`config.mk`:
```
export PLATFORM = sky130hd
export DESIGN_NAME = demod_cordic_arbiter
export DESIGN_NICKNAME = d
export VERILOG_FILES = /design/src/rtl/demod_cordic_arbiter.sv
export SDC_FILE = /design/constraint.sdc
export NUM_CORES = 1
export LEC_CHECK = 0
export BUFFER_PORTS_ARGS = -buffer_cell sky130_fd_sc_hd__buf_2
export CAP_MARGIN = 0
export CORE_UTILIZATION = 40
export CTS_CLUSTER_DIAMETER = 60
export DETAILED_ROUTE_END_ITERATION = 8
export MAX_ROUTING_LAYER = met4
export PLACE_DENSITY = 0.65
export SETUP_SLACK_MARGIN = 0.1
export SLEW_MARGIN = 25
export SYNTH_ARGS = -nofsm -noshare
export SYNTH_HDL_FRONTEND = slang
export SYNTH_SLANG_ARGS = --single-unit
export TNS_END_PERCENT = 50
```
`constraint.sdc`:
```
create_clock -name clk -period 6.35 [get_ports clk]
set_input_delay 0.9525 -clock clk [delete_from_list [all_inputs] [get_ports clk]]
set_output_delay 0.9525 -clock clk [all_outputs]
set_load 0.1 [all_outputs]
```
`src/rtl/demod_cordic_arbiter.sv`:
```
// Round-robin sharing of one pipelined vectoring CORDIC between N_CH I/Q channels, returning AM/PM/FM per channel.
// Optional macro DEMOD_ARB_STATS_EN adds per-channel maximum wait statistics (stat_wait_max).
module demod_cordic_arbiter #(
    parameter int N_CH    = 4,
    parameter int W       = 12,
    parameter int LATENCY = 18,
    parameter int TAG_W   = 2
) (
    input  logic              clk,
    input  logic              RST,
    input  logic              en,
    input  logic [N_CH-1:0]   ch_valid,
    output logic [N_CH-1:0]   ch_ready,
    input  logic [N_CH*W-1:0] ch_i,
    input  logic [N_CH*W-1:0] ch_q,
    input  logic [N_CH-1:0]   ch_clear,
    output logic [W-1:0]      cordic_x,
    output logic [W-1:0]      cordic_y,
    output logic              cordic_valid,
    input  logic [W-1:0]      cordic_mag,
    input  logic [W-1:0]      cordic_phase,
`ifdef DEMOD_ARB_STATS_EN
    output logic [8*N_CH-1:0] stat_wait_max,
`endif
    output logic              out_valid,
    output logic [TAG_W-1:0]  out_ch,
    output logic [W-1:0]      out_am,
    output logic [W-1:0]      out_pm,
    output logic [W-1:0]      out_fm
);

    localparam logic [TAG_W-1:0] LAST_CH = TAG_W'(N_CH - 1);

    logic [TAG_W-1:0]   rr_ptr;
    logic               grant_any;
    logic [TAG_W-1:0]   grant_idx;
    logic [W-1:0]       sel_i;
    logic [W-1:0]       sel_q;
    logic               transfer;

    logic [TAG_W-1:0]   cordic_tag;
    logic [LATENCY-1:0] pipe_v;
    logic [TAG_W-1:0]   pipe_tag [LATENCY];
    logic               head_v;
    logic [TAG_W-1:0]   head_tag;
    logic               head_first;
    logic [W-1:0]       head_prev;

    logic [N_CH-1:0]    first_flag;
    logic [W-1:0]       prev [N_CH];

    // Search upward from rr_ptr first; if nothing is found there, wrap to the lowest requester.
    always_comb begin
        grant_any = 1'b0;
        grant_idx = '0;
        for (int k = 0; k < N_CH; k++) begin
            if (!grant_any && ch_valid[k] && (k >= int'(rr_ptr))) begin
                grant_any = 1'b1;
                grant_idx = TAG_W'(k);
            end
        end
        for (int k = 0; k < N_CH; k++) begin
            if (!grant_any && ch_valid[k]) begin
                grant_any = 1'b1;
                grant_idx = TAG_W'(k);
            end
        end
    end

    always_comb begin
        ch_ready = '0;
        sel_i    = '0;
        sel_q    = '0;
        for (int k = 0; k < N_CH; k++) begin
            if (grant_any && (grant_idx == TAG_W'(k))) begin
                ch_ready[k] = en;
                sel_i       = ch_i[k*W +: W];
                sel_q       = ch_q[k*W +: W];
            end
        end
    end

    assign transfer = en & grant_any;

    always_ff @(posedge clk or negedge RST) begin
        if (!RST) begin
            rr_ptr       <= '0;
            cordic_x     <= '0;
            cordic_y     <= '0;
            cordic_valid <= 1'b0;
            cordic_tag   <= '0;
        end else begin
            cordic_valid <= transfer;
            if (transfer) begin
                cordic_x   <= sel_i;
                cordic_y   <= sel_q;
                cordic_tag <= grant_idx;
                rr_ptr     <= (grant_idx == LAST_CH) ? '0 : grant_idx + TAG_W'(1);
            end
        end
    end

    // The tag line is fed from the registered CORDIC inputs, so its head meets the CORDIC output.
    always_ff @(posedge clk or negedge RST) begin
        if (!RST) begin
            pipe_v <= '0;
            for (int i = 0; i < LATENCY; i++) begin
                pipe_tag[i] <= '0;
            end
        end else begin
            for (int i = LATENCY - 1; i > 0; i--) begin
                pipe_v[i]   <= pipe_v[i-1];
                pipe_tag[i] <= pipe_tag[i-1];
            end
            pipe_v[0]   <= cordic_valid;
            pipe_tag[0] <= cordic_tag;
        end
    end

    assign head_v   = pipe_v[LATENCY-1];
    assign head_tag = pipe_tag[LATENCY-1];

    always_comb begin
        head_first = 1'b0;
        head_prev  = '0;
        for (int k = 0; k < N_CH; k++) begin
            if (head_tag == TAG_W'(k)) begin
                head_first = first_flag[k] | ch_clear[k];
                head_prev  = prev[k];
            end
        end
    end

    // A clear arriving with its own channel's result forces fm=0 but the stored phase becomes the new history.
    always_ff @(posedge clk or negedge RST) begin
        if (!RST) begin
            out_valid  <= 1'b0;
            out_ch     <= '0;
            out_am     <= '0;
            out_pm     <= '0;
            out_fm     <= '0;
            first_flag <= '1;
            for (int k = 0; k < N_CH; k++) begin
                prev[k] <= '0;
            end
        end else begin
            out_valid <= head_v;
            if (head_v) begin
                out_ch <= head_tag;
                out_am <= cordic_mag;
                out_pm <= cordic_phase;
                out_fm <= head_first ? '0 : cordic_phase - head_prev;
            end
            for (int k = 0; k < N_CH; k++) begin
                if (head_v && (head_tag == TAG_W'(k))) begin
                    prev[k]       <= cordic_phase;
                    first_flag[k] <= 1'b0;
                end else if (ch_clear[k]) begin
                    first_flag[k] <= 1'b1;
                end
            end
        end
    end

`ifdef DEMOD_ARB_STATS_EN
    logic [7:0] wait_cnt [N_CH];
    logic [7:0] wait_nxt [N_CH];

    always_comb begin
        for (int k = 0; k < N_CH; k++) begin
            wait_nxt[k] = '0;
            if (ch_valid[k] && !ch_ready[k]) begin
                wait_nxt[k] = (wait_cnt[k] == 8'hFF) ? 8'hFF : wait_cnt[k] + 8'd1;
            end
        end
    end

    always_ff @(posedge clk or negedge RST) begin
        if (!RST) begin
            stat_wait_max <= '0;
            for (int k = 0; k < N_CH; k++) begin
                wait_cnt[k] <= '0;
            end
        end else begin
            for (int k = 0; k < N_CH; k++) begin
                wait_cnt[k] <= wait_nxt[k];
                if (wait_nxt[k] > stat_wait_max[k*8 +: 8]) begin
                    stat_wait_max[k*8 +: 8] <= wait_nxt[k];
                end
            end
        end
    end
`endif

endmodule
```
[After elaboration in Yosys (flattened, before gate mapping)]
Cells that the tools add are included.
Widths: inputs -> output; s select.
Storage, ports and cells
  register bits after elaboration: 174
  latch bits: 0
  RAM bits: 0
  memory bits (read-only): 0
  bits of input ports: 131
  output and inout bits: 68
  word-level logic and storage cells: 129
  memories: 0
Operators by class
  add/subtract/negate cells: 2
  multipliers: 0
  divide/modulo/power cells: 0
  magnitude comparators: 3
  equality and inequality tests: 6
  shifts and indexed selects: 0
  multiplexer cells: 45
  bitwise gates (word level): 5
  reductions and logical operators: 31
Operators by type and width (count)
  $mux 12: 13
  $mux 1: 25
  $logic_and 1x1->1: 18
  $mux 2: 7
  $sub 12x12->12: 1
  $eq 2x2->1 const B: 4
  $reduce_bool 2->1: 4
  $logic_not 1->1: 7
  $eq 2x1->1 const B: 2
  $ge 1x2->1 const A: 2
  $logic_not 2->1: 2
  $or 1x1->1: 4
  $add 2x1->2 const B: 1
  $ge 2x2->1 const A: 1
  $and 1x1->1: 1

[Longest topological paths before layout]
  depth in word-level cells: 32
  mapped depth: 11
  depth with buffers taken out: 9

[Least setup slack after synthesis]
No wires, ideal clock.
  path kind: in2out
  from: input port ch_valid[0]
  to: output port ch_ready[3]
  data arrival time: 3007 ps
  data required time: 5398 ps
  setup slack: 2391 ps
  stages on the path: 7
  buffers on the path: 0
  cells stage by stage: and2b_1 nor3_1 o22ai_1 inv_1 ha_1 inv_1 nor2_1
On the way
  longest elaborated chain between the ends: 28
  elaborated cells on any way between the ends: 35
  those cells by class: 1 x eq/ne; 16 x mux; 18 x reduce/logical
Ends and longest elaborated chain
  start: declaration: RTL line 12  | input logic [N_CH-1:0] ch_valid,
  $logic_and 1x1->1: RTL line 57  | if (!grant_any && ch_valid[k] && (k >= int'(rr_ptr))) begin
  $mux 1: RTL line 57
  $logic_not 1->1: RTL line 57
  $logic_and 1x1->1 (2 in a row): RTL line 57
  $mux 1: RTL line 57
  $logic_not 1->1: RTL line 57
  $logic_and 1x1->1 (2 in a row): RTL line 57
  $mux 1: RTL line 57
  (+10 left out)
  $logic_and 1x1->1: RTL line 63  | if (!grant_any && ch_valid[k]) begin
  $mux 1: RTL line 63
  $logic_not 1->1: RTL line 63
  $logic_and 1x1->1: RTL line 63
  $mux 2: RTL line 63
  $eq 2x2->1: RTL line 75  | if (grant_any && (grant_idx == TAG_W'(k))) begin
  $logic_and 1x1->1 (*): RTL line 75
  $mux 1 (*): RTL line 75
  end: declaration: RTL line 13  | output logic [N_CH-1:0] ch_ready,
Mark *: on every way between the ends. The rest lies on a longest branch, timed or not.

[Worst setup path in the final report]
  from: input port ch_valid[3]
  to: output port ch_ready[3]
On the way
  longest elaborated chain between the ends: 17
  elaborated cells on any way between the ends: 22
  those cells by class: 1 x eq/ne; 11 x mux; 10 x reduce/logical
Ends and longest elaborated chain (RTL line)
  $logic_and 1x1->1: 57
  $mux 1: 57
  $logic_not 1->1: 63
  $logic_and 1x1->1: 63
  $mux 1: 63
  $logic_not 1->1: 63
  $logic_and 1x1->1: 63
  $mux 1: 63
  $logic_not 1->1: 63
  $logic_and 1x1->1: 63
  $mux 1: 63
  $logic_not 1->1: 63
  $logic_and 1x1->1: 63
  $mux 2: 63
  $eq 2x2->1: 75
  $logic_and 1x1->1 (*): 75
  $mux 1 (*): 75
Marks and branches as above.

==> results.md <==
Placed design:
- The final weighted congestion in routability-driven placement is 0.870.
- The post-placement worst setup slack is 2.36 ns.
- The detailed-placement wirelength estimate is 12,000 um.
- In this run the tool buffered the top-level ports with 198 buffer cells.
- The placed instance count is 1,030.

Cells and area:
- In the layout the commonest cells are buf_2 (197), dfrtp_1 (169), mux2_2 (70), inv_1 (58), nor2_1 (34).
- 0 antenna diodes ended up in the layout.
- The number of nets in the final layout is 960.
- The share of post-route cells with drive strength above 1 is 41.5%.
- The area growth from synthesis to layout is 22.7%.
- The most common cell after layout, fill and taps aside is buf_2.
- After filler insertion, the fill cell instance count of the layout stands at 1,682.
- The number of standard cells in the final layout excluding fillers is 1,062.

Global route:
- The maximum number of pins on one net before global-route repair is 104.
- For this run, the total global-route usage over all layers was measured as 18.8%.
- The first global-routing pass estimated 28,100 um of wire.
- Summed over all layers, the global routing overflow is 0.
- The via count of the first global-routing pass is 5,433.
- The initial antenna violation count came to 0.

Synthesis:
- The synthesis warning total is 0.
- The leading register cell type out of synthesis is dfrtp_1.
- The number of register bits inferred by synthesis is 174.
- The mapped netlist covers 7710 um2.
- The number of nets handed over by synthesis was 773.
- The cell taking the most area after synthesis is dfrtp_1.
- Counting flops with a built-in enable in the synthesized netlist gives 0.
- The async set or reset register ratio after synthesis is 100%.
- The share of the Yosys chip area taken by registers is 56.6%.
- The share of synthesized area in the top cell type comes to 55.2%.
- The number of distinct standard cells referenced by the synthesized netlist is 51.
- Synthesis handed over a netlist of 628 instances.
- Yosys attributes the largest share of cell area to dfrtp_1 (55%), mux2_2 (10%), mux4_2 (3.5%).
- Dividing the synthesized area by the synthesized cell count gives 12.3 um2.

CTS:
- In this run, post-CTS repair resized a total of 0 instances.
- The clock buffer count from CTS is 17.
- The number of buffers inserted to repair setup after CTS is 0.
- For this design, the sink count on the clock tree is 174.
- In this run, post-CTS hold repair placed 0 buffers.
- The tree is rooted in a clkbuf_16.
- The clock-pin slew of the registers on the worst-case setup and hold paths is 0.07 ns.
- Counting along the longest clock path gives a buffer depth of 2.
- The CTS tree is yes.
- The number of levels the H-tree was split into is 4.
- For the worst-skew pair, the clock arrives at the later sink with an insertion delay of 0.43 ns.

STA:
- Setup violations remaining at the end of the flow were counted as 0.
- Across the routed clock network, the largest skew measured is 0.0103 ns.
- The worst hold margin is 0.349 ns.
- The highest achievable clock rate is 247 MHz.
- The minimum clock period after layout is 4.05 ns.
- Setup repair after global routing left no endpoint under its margin.
- The count of final hold-check violations is 0.
- Dividing the final minimum period by the clock period gives 63.8%.
- The number of pins with negative max-slew slack in the final report is 0.
- In this run the tightest slew margin relative to its limit is 37.8%.
- The worst setup margin is 2.30 ns.
- The accumulated negative setup slack is 0 ns.
- At the pin with the least slew margin, the transition time is 0.934 ns.

Power:
- The power density of the placed cells is 532 nW/um2.
- The standby leakage power is 4.68 nW.
- Summing internal, switching and leakage power gives 0.00503 W.
- Across the VDD grid, the largest voltage drop is 0.000291 V.

Routing:
- Wires add up to 16,900 um.
- The DRC marker count from the first detailed-route iteration is 258.
- The number of search-and-repair iterations in the first detailed-routing pass is 4.
- In the final routed layout, each cell accounts on average for 15.9 um.
- Summing over every cut layer, the via total after detailed routing is 5,417.
- The number of nets with antenna violations after detailed routing is 0.
- The DRC violations left is 0.
- Dividing the detail-routed via count by the number of cells gives 5.10.

Hold path:
- The sink of the worst hold path is pipe_tag[14].
- The number of instances on the worst hold path is 0.
- In this run the worst hold path is classified as reg -> reg.
- The startpoint identified for the worst hold timing path is pipe_tag[16].

Critical path:
- The kind of end point of the critical path is an output pin.
- STA puts the critical path data arrival time at 3.10 ns.
- The number of cells traversed by the worst register-to-register path is 9.
- The kind of critical path is in -> out.
- In this run the critical register-to-register path is captured at out_fm[8].
- The reg-to-reg critical path startpoint is head_tag[0].
- STA puts the critical path data required time at 5.40 ns.
- The setup slack of the worst register-to-register path is 3.23 ns.
- Along the worst path, the maximum fanout reaches 25.
- STA classifies the critical path startpoint as an input port.

Floorplanning:
- The total area inside the core boundary comes to 18,800 um2.
- In this run the vertical extent of the chip is 141 um.
- The die is 141 um wide.
- The area of the die is 19,800 um2.
- The count of pins on the block boundary is 199.
- Once the floorplan was initialized, standard cells occupied 41.1% of the core.
- The floorplan has 50 rows.

Status:
- The run finished with clean final reports.

Flow run:
- The max-cap check violation count is 0.
==> worst max path at each step <==
stage,from,end
floorplan,ch_valid[0],ch_ready[3]
global placement,ch_valid[0],ch_ready[3]
detailed placement,ch_valid[3],ch_ready[3]
CTS,ch_valid[3],ch_ready[3]
global route,ch_valid[3],ch_ready[3]
finish,ch_valid[3],ch_ready[3]
==> cells in the mapped netlist, types with 11 or more instances <==
library cell,count
o31ai_1,16
o21ai_0,14
a21oi_1,32
inv_1,58
o22ai_1,11
buf_2,16
mux4_2,12
o211a_1,24
nand3_1,26
clkbuf_1,16
nor2_1,34
and3_1,26
ha_1,13
dfrtp_1,170
mux2_2,70
nand2_1,12
==> area by class of cell <==
type	count	area, um2	share of cell area, %
Sequential cell	174	4360	46.1
Clock buffer	17	425	4.50
Inverter	59	221	2.34
Clock inverter	15	148	1.56
Tap cell	234	293	3.10
Multi-Input combinational cell	358	2960	31.3
Timing Repair Buffer	205	1050	11.1
==> state kept, by name (all words and copies together) (netlist names) <==
signal	flops
out_fm	12
pipe_tag	34
out_valid	1
out_am	12
rr_ptr	2
pipe_v	18
cordic_tag	2
head_tag	2
cordic_x	12
cordic_y	12
cordic_valid	1
first_flag	4
out_pm	12
out_ch	2
prev	48
==> power breakdown <==
part / leakage [nW] / total [W] / switching (W) / internal [W]
logic: 2.29 / 0.00236 / 0.00163 / 0.000723
clock network: 0.277 / 0.000995 / 0.000473 / 0.000522
registers: 2.11 / 0.00168 / 0.000194 / 0.00148
==> per-layer routing <==
metal  part of all wire, %  GRT usage, %  wire length, um  vias up
met1                    46          24.6             7840     2568
li1                      -             -                -     2613
met2                    46          28.6             7790      213
met5                     0             -                0        -
met3                   5.2          3.97              885       23
met4                   2.2          7.84              377        0
==> per-stage QoR <==
stage,util (%),area [um2]
after floorplan,-,7710
after global placement,47.3,8880
after detailed placement,47.3,8880
after CTS,50.4,9450
after global routing,50.4,9460
final,50.4,9460
==> worst max-delay path, cell delays in order <==
cell      delay (ns)
buf_2           0.16
inv_1           0.07
a221oi_1        0.26
o22ai_1         0.20
inv_1           0.09
ha_1            0.63
inv_1           0.15
nor2_1          0.14
buf_2           0.43
==> kinds of logic (layout without fill, tap and decap cells) <==
kind of cell / Yosys count / after routing / share of synthesized area, %
mux: 82 / 82 / 13.7
simple gates: 118 / 118 / 7.60
flops: 174 / 174 / 56.6
compound gates: 136 / 136 / 13.6
xor+xnor: 8 / 8 / 0.909
fa+ha+maj: 14 / 14 / 2.37
buf+inv: 96 / 296 / 5.23
(Power assumes the default switching activity.)
